[config.mk]
export PLATFORM = sky130hd
export DESIGN_NAME = sc_frog_move_ctrl
export DESIGN_NICKNAME = d
export VERILOG_FILES = /design/src/rtl/sc_frog_pkg.sv /design/src/rtl/sc_frog_move_ctrl_btn_sync.sv /design/src/rtl/sc_frog_move_ctrl.sv
export SDC_FILE = /design/constraint.sdc
export NUM_CORES = 1
export LEC_CHECK = 0
export CORE_MARGIN = 2
export CORE_UTILIZATION = 53
export CTS_CLUSTER_SIZE = 28
export DETAILED_ROUTE_END_ITERATION = 10
export GPL_TIMING_DRIVEN = 0
export PLACE_DENSITY = 0.84
export REMOVE_ABC_BUFFERS = 1
export SLEW_MARGIN = 10
export SYNTH_ARGS = -nofsm -noshare
export SYNTH_HDL_FRONTEND = slang
export SYNTH_HIERARCHICAL = 1
export SYNTH_SLANG_ARGS = --single-unit
[constraint.sdc]
create_clock -name SC_FROGMOVECTRL_CLOCK_50 -period 5.15 [get_ports SC_FROGMOVECTRL_CLOCK_50]
set_input_delay 0.7725 -clock SC_FROGMOVECTRL_CLOCK_50 [delete_from_list [all_inputs] [get_ports SC_FROGMOVECTRL_CLOCK_50]]
set_output_delay 0.7725 -clock SC_FROGMOVECTRL_CLOCK_50 [all_outputs]
set_load 0.02 [all_outputs]
[src/rtl/sc_frog_pkg.sv]
// Shared types and codes for the frog movement controller and its helpers.
package sc_frog_pkg;

  typedef enum logic [1:0] {
    ST_INIT = 2'd0,
    ST_IDLE = 2'd1,
    ST_MOVE = 2'd2,
    ST_HOLD = 2'd3
  } state_e;

  localparam logic [1:0] SHIFT_HOLD  = 2'b00;
  localparam logic [1:0] SHIFT_LEFT  = 2'b01;
  localparam logic [1:0] SHIFT_RIGHT = 2'b10;

  // Exactly one button pressed is a request; both or neither means hold.
  function automatic logic [1:0] decode_req(input logic l, input logic r);
    if (l && !r) return SHIFT_LEFT;
    if (r && !l) return SHIFT_RIGHT;
    return SHIFT_HOLD;
  endfunction

endpackage

[src/rtl/sc_frog_move_ctrl_btn_sync.sv]
// Two-flop synchronizer for an active-low raw button, presented active-high.
module sc_btn_sync (
  input  logic clk_i,
  input  logic rst_ni,
  input  logic btn_ni,
  output logic pressed_o
);

  logic [1:0] sync_q;

  always_ff @(posedge clk_i or negedge rst_ni) begin
    if (!rst_ni) begin
      sync_q <= '1;
    end else begin
      sync_q <= {sync_q[0], btn_ni};
    end
  end

  assign pressed_o = ~sync_q[1];

endmodule

[src/rtl/sc_frog_move_ctrl.sv]
// Frog movement controller: button conditioning, auto-repeat, edge suppression
// and a saturating move counter driving the position shift register.
module sc_frog_move_ctrl
  import sc_frog_pkg::*;
#(
  parameter int unsigned           DATAWIDTH     = 8,
  parameter logic [DATAWIDTH-1:0]  START_POS     = 8'b00010000,
  parameter logic [DATAWIDTH-1:0]  MAX_POS       = 8'b10000000,
  parameter logic [DATAWIDTH-1:0]  MIN_POS       = 8'b00010000,
  parameter int unsigned           REPEAT_DELAY  = 24,
  parameter int unsigned           REPEAT_PERIOD = 8,
  parameter int unsigned           CNT_W         = 8
) (
  input  logic                 SC_FROGMOVECTRL_CLOCK_50,
  input  logic                 SC_FROGMOVECTRL_RESET_InLow,
  input  logic                 SC_FROGMOVECTRL_left_InLow,
  input  logic                 SC_FROGMOVECTRL_right_InLow,
  input  logic                 SC_FROGMOVECTRL_restart_InHigh,
  input  logic [DATAWIDTH-1:0] SC_FROGMOVECTRL_position_InBUS,
  output logic                 SC_FROGMOVECTRL_load_OutLow,
  output logic [1:0]           SC_FROGMOVECTRL_shiftselection_Out,
  output logic [DATAWIDTH-1:0] SC_FROGMOVECTRL_data_OutBUS,
  output logic [CNT_W-1:0]     SC_FROGMOVECTRL_movecount_OutBUS
);

  localparam int unsigned RPT_MAX = (REPEAT_DELAY > REPEAT_PERIOD) ? REPEAT_DELAY : REPEAT_PERIOD;
  localparam int unsigned RPT_W   = (RPT_MAX > 2) ? $clog2(RPT_MAX) : 1;

  logic clk, rst_n;
  logic left, right;
  logic [1:0] req;
  logic       at_edge;

  state_e           state_q, state_d;
  logic [1:0]       dir_q, dir_d;
  logic             repeat_q, repeat_d;
  logic [RPT_W-1:0] rpt_q, rpt_d;
  logic             load_q, load_d;
  logic [1:0]       shift_q, shift_d;
  logic [CNT_W-1:0] cnt_q, cnt_d;

  assign clk   = SC_FROGMOVECTRL_CLOCK_50;
  assign rst_n = SC_FROGMOVECTRL_RESET_InLow;

  sc_btn_sync u_sync_left (
    .clk_i     (clk),
    .rst_ni    (rst_n),
    .btn_ni    (SC_FROGMOVECTRL_left_InLow),
    .pressed_o (left)
  );

  sc_btn_sync u_sync_right (
    .clk_i     (clk),
    .rst_ni    (rst_n),
    .btn_ni    (SC_FROGMOVECTRL_right_InLow),
    .pressed_o (right)
  );

  assign req     = decode_req(left, right);
  assign at_edge = (dir_q == SHIFT_LEFT) ? (SC_FROGMOVECTRL_position_InBUS == MAX_POS)
                                         : (SC_FROGMOVECTRL_position_InBUS == MIN_POS);

  // Output registers capture the action of the current state, so every load
  // and shift pulse is a single registered cycle with no glitches.
  always_comb begin
    state_d  = state_q;
    dir_d    = dir_q;
    repeat_d = repeat_q;
    rpt_d    = rpt_q;
    load_d   = 1'b1;
    shift_d  = SHIFT_HOLD;
    cnt_d    = cnt_q;

    unique case (state_q)
      ST_INIT: begin
        load_d  = 1'b0;
        cnt_d   = '0;
        state_d = ST_IDLE;
      end
      ST_IDLE: begin
        if (SC_FROGMOVECTRL_restart_InHigh) begin
          state_d = ST_INIT;
        end else if (req != SHIFT_HOLD) begin
          dir_d    = req;
          repeat_d = 1'b0;
          state_d  = ST_MOVE;
        end
      end
      ST_MOVE: begin
        if (SC_FROGMOVECTRL_restart_InHigh) begin
          state_d = ST_INIT;
        end else begin
          if (!at_edge) begin
            shift_d = dir_q;
            cnt_d   = (cnt_q == '1) ? cnt_q : cnt_q + CNT_W'(1);
          end
          rpt_d   = repeat_q ? RPT_W'(REPEAT_PERIOD - 1) : RPT_W'(REPEAT_DELAY - 1);
          state_d = ST_HOLD;
        end
      end
      ST_HOLD: begin
        if (SC_FROGMOVECTRL_restart_InHigh) begin
          state_d = ST_INIT;
        end else if (req != dir_q) begin
          state_d = ST_IDLE;
        end else if (rpt_q == '0) begin
          repeat_d = 1'b1;
          state_d  = ST_MOVE;
        end else begin
          rpt_d = rpt_q - RPT_W'(1);
        end
      end
      default: state_d = ST_INIT;
    endcase
  end

  always_ff @(posedge clk or negedge rst_n) begin
    if (!rst_n) begin
      state_q  <= ST_INIT;
      dir_q    <= SHIFT_LEFT;
      repeat_q <= 1'b0;
      rpt_q    <= '0;
      load_q   <= 1'b1;
      shift_q  <= SHIFT_HOLD;
      cnt_q    <= '0;
    end else begin
      state_q  <= state_d;
      dir_q    <= dir_d;
      repeat_q <= repeat_d;
      rpt_q    <= rpt_d;
      load_q   <= load_d;
      shift_q  <= shift_d;
      cnt_q    <= cnt_d;
    end
  end

  assign SC_FROGMOVECTRL_load_OutLow        = load_q;
  assign SC_FROGMOVECTRL_shiftselection_Out = shift_q;
  assign SC_FROGMOVECTRL_data_OutBUS        = START_POS;
  assign SC_FROGMOVECTRL_movecount_OutBUS   = cnt_q;

endmodule
Word-level counts from Yosys, hierarchy flattened. Cells that the tools add are included.

Bitwise logic cells: 3. Add/sub/neg operators: 2. Eq/ne operators: 19. Reductions and logical operators: 13. Multiplexer cells: 35.

Operator list (number): 2-to-1 mux 2 bit (13); 2-to-1 mux 5 bit (5); 2-to-1 mux 8 bit (3); != test 2 bit, second input constant (9); equality test 8 bit, second input constant (2); case mux 8 bit (2 select lines) (1); 2-to-1 mux 1 bit (10); case mux 5 bit (2 select lines) (1); adder 8 x 1 -> 8 bit, second input constant (1); equality test 8 x 5 -> 1 bit, second input constant (1); case mux 2 bit (4 select lines) (1); nonzero test 2 bit (4); AND reduction 6 bit (1); zero test 5 bit (1); AND reduction 5 bit (1); subtractor 5 x 1 -> 5 bit, second input constant (1); equality test 2 x 1 -> 1 bit, second input constant (2); equality test 2 bit, second input constant (2); != test 4 bit, second input constant (1); AND reduction 4 bit (1); != test 3 bit, second input constant (1); NOT 1 bit (3); AND reduction 3 bit (1); logical AND 1 bit (2); 4 further kinds (4).

Bits of input ports: 13. Register bits: 25.

Logic depth before layout (Yosys ltp).
Word-level depth: 10. Gate-level depth with buffers: 8.

Modules after synthesis. Netlist, hierarchy kept.

Modules (own cells, without submodules): sc_frog_move_ctrl (sequential area each 528.0 µm², cells an instance 128, instances 1, area each 1251.2 µm²); sc_btn_sync (sequential area each 52.6 µm², cells an instance 3, instances 2, area each 56.3 µm²).

Worst setup path before layout. No wires, ideal clock.

Path kind: in2reg. Start: input SC_FROGMOVECTRL_position_InBUS[2]. End: register cnt_q[5], in the netlist SC_FROGMOVECTRL_movecount_OutBUS[5]. Stages: 5. Slack: 2.745 ns. Buffers on the path: 0. Setup time: 0.139 ns. Arrival time: 2.266 ns. Required time: 5.011 ns. Path through: or4_4 or4_1 o2111a_2 a21oi_1 a211oi_1.

Longest elaborated chain between the ends: 4. Elaborated cells between the ends (all ways): 5. Classes of those cells: eq/ne (3); mux (1); reduce/logical (1).

RTL lines: start: declaration (RTL line sc_frog_move_ctrl.sv:19) `input logic [DATAWIDTH-1:0] SC_FROGMOVECTRL_position_InBUS,`; equality test 8 x 5 -> 1 bit / equality test 8 bit (equally long branches) (RTL line sc_frog_move_ctrl.sv:61, sc_frog_move_ctrl.sv:60); 2-to-1 mux 1 bit * (RTL line sc_frog_move_ctrl.sv:60) `assign at_edge = (dir_q == SHIFT_LEFT) ? (SC_FROGMOVECTRL_position_InBUS == MAX_POS)`; != test 2 bit (no line) *; AND reduction 4 bit (no line) *; end signal: assignment (RTL line sc_frog_move_ctrl.sv:133) `cnt_q <= cnt_d;`; end: declaration (RTL line sc_frog_move_ctrl.sv:40) `logic [CNT_W-1:0] cnt_q, cnt_d;`.

Mark *: on every way between the ends. The rest lies on a longest branch, timed or not. A chain may end at the register's enable or synchronous reset.

Final worst setup path.
Start: input SC_FROGMOVECTRL_position_InBUS[5]. End: register cnt_q[7], in the netlist SC_FROGMOVECTRL_movecount_OutBUS[7].

The elaborated chain is that of the path after synthesis.

==> implementation parameters <==
Parameter                              Value

Min path
  Worst min-delay path category    reg -> reg

Floorplan
  Boundary pin count    32
  X dimension of the die    54.7 µm
  Core Area    2450 µm²
  Area of the die    2990 µm²
  Die height    54.7 µm
  Floorplan row count    18
  Initial standard-cell utilization of the core    0.556

Synth
  Avg Synthesized Cell Area    10.2 µm²
  Multiplexer share of the synthesized area    0.0477
  Post-Synth Adder-Cell Area    0.0367
  Cell types occupying the most area after synthesis    sky130_fd_sc_hd__dfrtp_1, sky130_fd_sc_hd__dfstp_2, sky130_fd_sc_hd__buf_4
  Post-synth top area cell    sky130_fd_sc_hd__dfrtp_1
  Mapped Cells    134
  Top-area cell type share of the netlist area    0.349
  Main synth FF type    sky130_fd_sc_hd__dfrtp_1
  Post-Synth Simple-Gate Area    0.199
  FFs w/ async S/R, synth    1.00
  Number of distinct library cell variants in the gate-level netlist after synthesis    45
  Compound-Gate Fraction of Synth Area    0.153
  Dominant combinational cell family by area after synthesis    simple AND/OR/NAND/NOR gates
  Number of warnings printed during yosys synthesis    6
  Yosys reg bits    25
  Sequential cell area fraction in the yosys report    0.464
  Synthesized cell area    1360 µm²
  Number of synthesized flops with an enable pin    0
  XOR/XNOR share of the synthesized area    0.0193

STA
  Final setup skew    0.00191 ns
  Max Clk Rate    385 MHz
  Number of pins exceeding their max-slew limit in the final report    0
  Post-route fraction of the period consumed by the critical path    0.504
  Worst hold slack after final layout    0.366 ns
  Hold violation count in the final report    0
  Headroom to the max-slew limit    0.621
  Worst slew pin tran    0.560 ns
  Period minus WS final    2.59 ns
  Unrepaired setup endpoints after global routing    false
  Setup TNS    0 ns
  Setup Viol. Count Final    0

Route
  Number of detailed-routing iterations run before antenna repair    4
  Residual antenna-violating net count after detailed routing    0
  Detailed-route wire length per cell    14.1 µm
  Vias after detailed routing    1,065
  Remaining routing DRC violations    0
  Total routed wirelength    2.64 mm
  Initial DRC Count    9
  Via-to-Cell Ratio    5.70

Layout
  Nets    175
  Area of the multi-input gates    652 µm²
  Storage element area    633 µm²
  Layout cell share with drive strength beyond 1    0.115
  Filler cells    205
  Synthesis-to-finish area growth    18.2%
  Number of diodes    0
  Non-filler instance count after layout    187

Flow run
  Max-capacitance violation count    0

Clock network
  Post-cts hold buffer count    0
  Insertion delay to the later sink of the worst-skew pair    0.32 ns
  Total setup buffers inserted after CTS    0
  Worst-path clk slew    0.14 ns
  Clock tree root driver cell    sky130_fd_sc_hd__clkbuf_4
  Clock buffers created by TritonCTS    3
  Clock buffer depth    2
  CTS sink cnt    25
  Post-cts gate resize count    0
  Depth of the CTS H-tree    1
  TritonCTS clock tree    yes

GRT
  First-pass GRT wire length    4.30 mm
  Maximum number of pins on one net before global-route repair    26
  Overall routing resource usage    0.200
  Congestion Overflow GR    0
  Via count of the first global-routing pass    992
  Initial antenna violation count    0

Worst setup path
  Slowest Stage Delay on Critical Path    0.55 ns
  Family with the most delay on the worst path    simple AND/OR/NAND/NOR gates
  Nature of the critical path startpoint    input pin
  Worst path cell trace    clkdlybuf4s50_1, or4_4, or4_1, o2111a_2, a311oi_1
  Worst Path Max Fanout    6
  Count of buffering cells on the critical path with inverters included    1
  Critical path class    in -> reg
  Required time of the worst setup path    5.38 ns
  Crit. End Element    register
  Master of the slowest instance on the critical path    sky130_fd_sc_hd__or4_4
  Arrival @ worst endpoint    2.83 ns

Placement
  Cell total after placement    183
  Sum of net half-perimeters after detailed placement    1.99 mm
  Count of buffers from port buffering    23
  Routability-driven placement congestion ratio    0.846

Pwr
  Worst VDD drop    0.308 mV
  Power per Cell Area    320 nW/µm²
  Final Power    0.515 mW
  Leakage power    0.710 nW

Outcome
  Run status    finished clean
[where the power goes]
part           switching (mW)  internal, mW
sequential             0.0374         0.237
combinational          0.0855        0.0656
clock                  0.0605        0.0297
total                   0.183         0.332
[per-stage QoR]
step	util	worst slack (ns)	instance area, µm²
floorplan	-	2.75	1320
global placement	0.646	2.23	1590
detailed placement	0.646	2.22	1590
CTS	0.659	2.56	1620
global route	0.656	2.48	1610
finish	0.656	2.56	1610
[worst reg2reg max path: cells and delay by family, from the launching register on]
family / cells / cell delay (ns)
adder cells (fa/ha/maj): 1 / 0.21
XOR/XNOR: 1 / 0.17
buffers and inverters: 1 / 0.04
AO/OA/AOI/OAI: 1 / 0.36
AND/OR/NAND/NOR: 2 / 0.43
multiplexers: 1 / 0.23
flip-flops: 1 / 0.54
[flip-flops by register name, indices dropped and copies added, names as in the netlist]
register	cells
SC_FROGMOVECTRL_shiftselection_Out	2
u_sync_left/sync_q	2
dir_q	2
SC_FROGMOVECTRL_load_OutLow	1
rpt_q	5
state_q	2
SC_FROGMOVECTRL_movecount_OutBUS	8
u_sync_right/sync_q	2
repeat_q	1
[routing by layer]
layer  vias up  part of all wire  GRT usage
li1        515                 -          -
met1       523              0.43      0.258
met2        21              0.52      0.331
met3         6             0.040     0.0355
met4         0             0.016     0.0792
met5         -                 0          0
[final timing paths]
| check | from | to | slack, ns | cells past startpoint |
|---|---|---|---|---|
| max | SC_FROGMOVECTRL_position_InBUS[5] | SC_FROGMOVECTRL_movecount_OutBUS[7] | 2.56 | 5 |
| min | u_sync_left/sync_q[0] | u_sync_left/sync_q[1] | 0.37 | 0 |
| max reg2reg | u_sync_left/sync_q[1] | rpt_q[3] | 3.09 | 7 |
| min reg2reg | u_sync_left/sync_q[0] | u_sync_left/sync_q[1] | 0.37 | 0 |
| max in group asynchronous | SC_FROGMOVECTRL_RESET_InLow | u_sync_left/sync_q[1] | 4.37 | 1 |
| min in group asynchronous | SC_FROGMOVECTRL_RESET_InLow | rpt_q[4] | 0.41 | 1 |
[cells in the mapped netlist, drive strengths merged, types with 2 or more instances]
cell / count
nor3: 2
nor4: 3
a21boi: 2
dfrtp: 19
o21ai: 5
mux2: 4
o31ai: 3
nand4: 3
a31oi: 2
nor2b: 2
nand2: 10
xor2: 3
nand2b: 5
a21oi: 7
and3: 3
and2: 2
nor2: 6
mux2i: 2
buf: 8
ha: 4
dfstp: 6
inv: 9
clkbuf: 2
conb: 2
or4: 5
[cell type report]
type,instances,area share
Timing Repair Buffer,23,0.140
Inverter,9,0.0210
Tap cell,30,0.0233
Multi-Input combinational cell,96,0.405
Clock buffer,3,0.0140
Sequential cell,25,0.393
Clock inverter,1,0.00466
[cell usage in the layout, fill, tap and decap left out, types with 4 or more instances in the layout]
master and n:
sky130_fd_sc_hd__o21ai_0 4, sky130_fd_sc_hd__a21oi_1 6, sky130_fd_sc_hd__dfstp_2 6, sky130_fd_sc_hd__or4_1 4
sky130_fd_sc_hd__inv_1 9, sky130_fd_sc_hd__ha_1 4, sky130_fd_sc_hd__dfrtp_1 19, sky130_fd_sc_hd__conb_1 8
sky130_fd_sc_hd__clkdlybuf4s50_1 22, sky130_fd_sc_hd__nand2b_1 5, sky130_fd_sc_hd__nand2_1 10, sky130_fd_sc_hd__nor2_1 6
[logic make-up after synthesis]
family / count (synthesis)
muxes: 6
adders and majority gates: 4
other: 2
DFF: 25
and+or+nand+nor: 47
buffers and inverters: 19
xor gates and xnor gates: 3
AOI/OAI and AO/OA: 28
No activity file was read; power rests on OpenSTA's default activity.
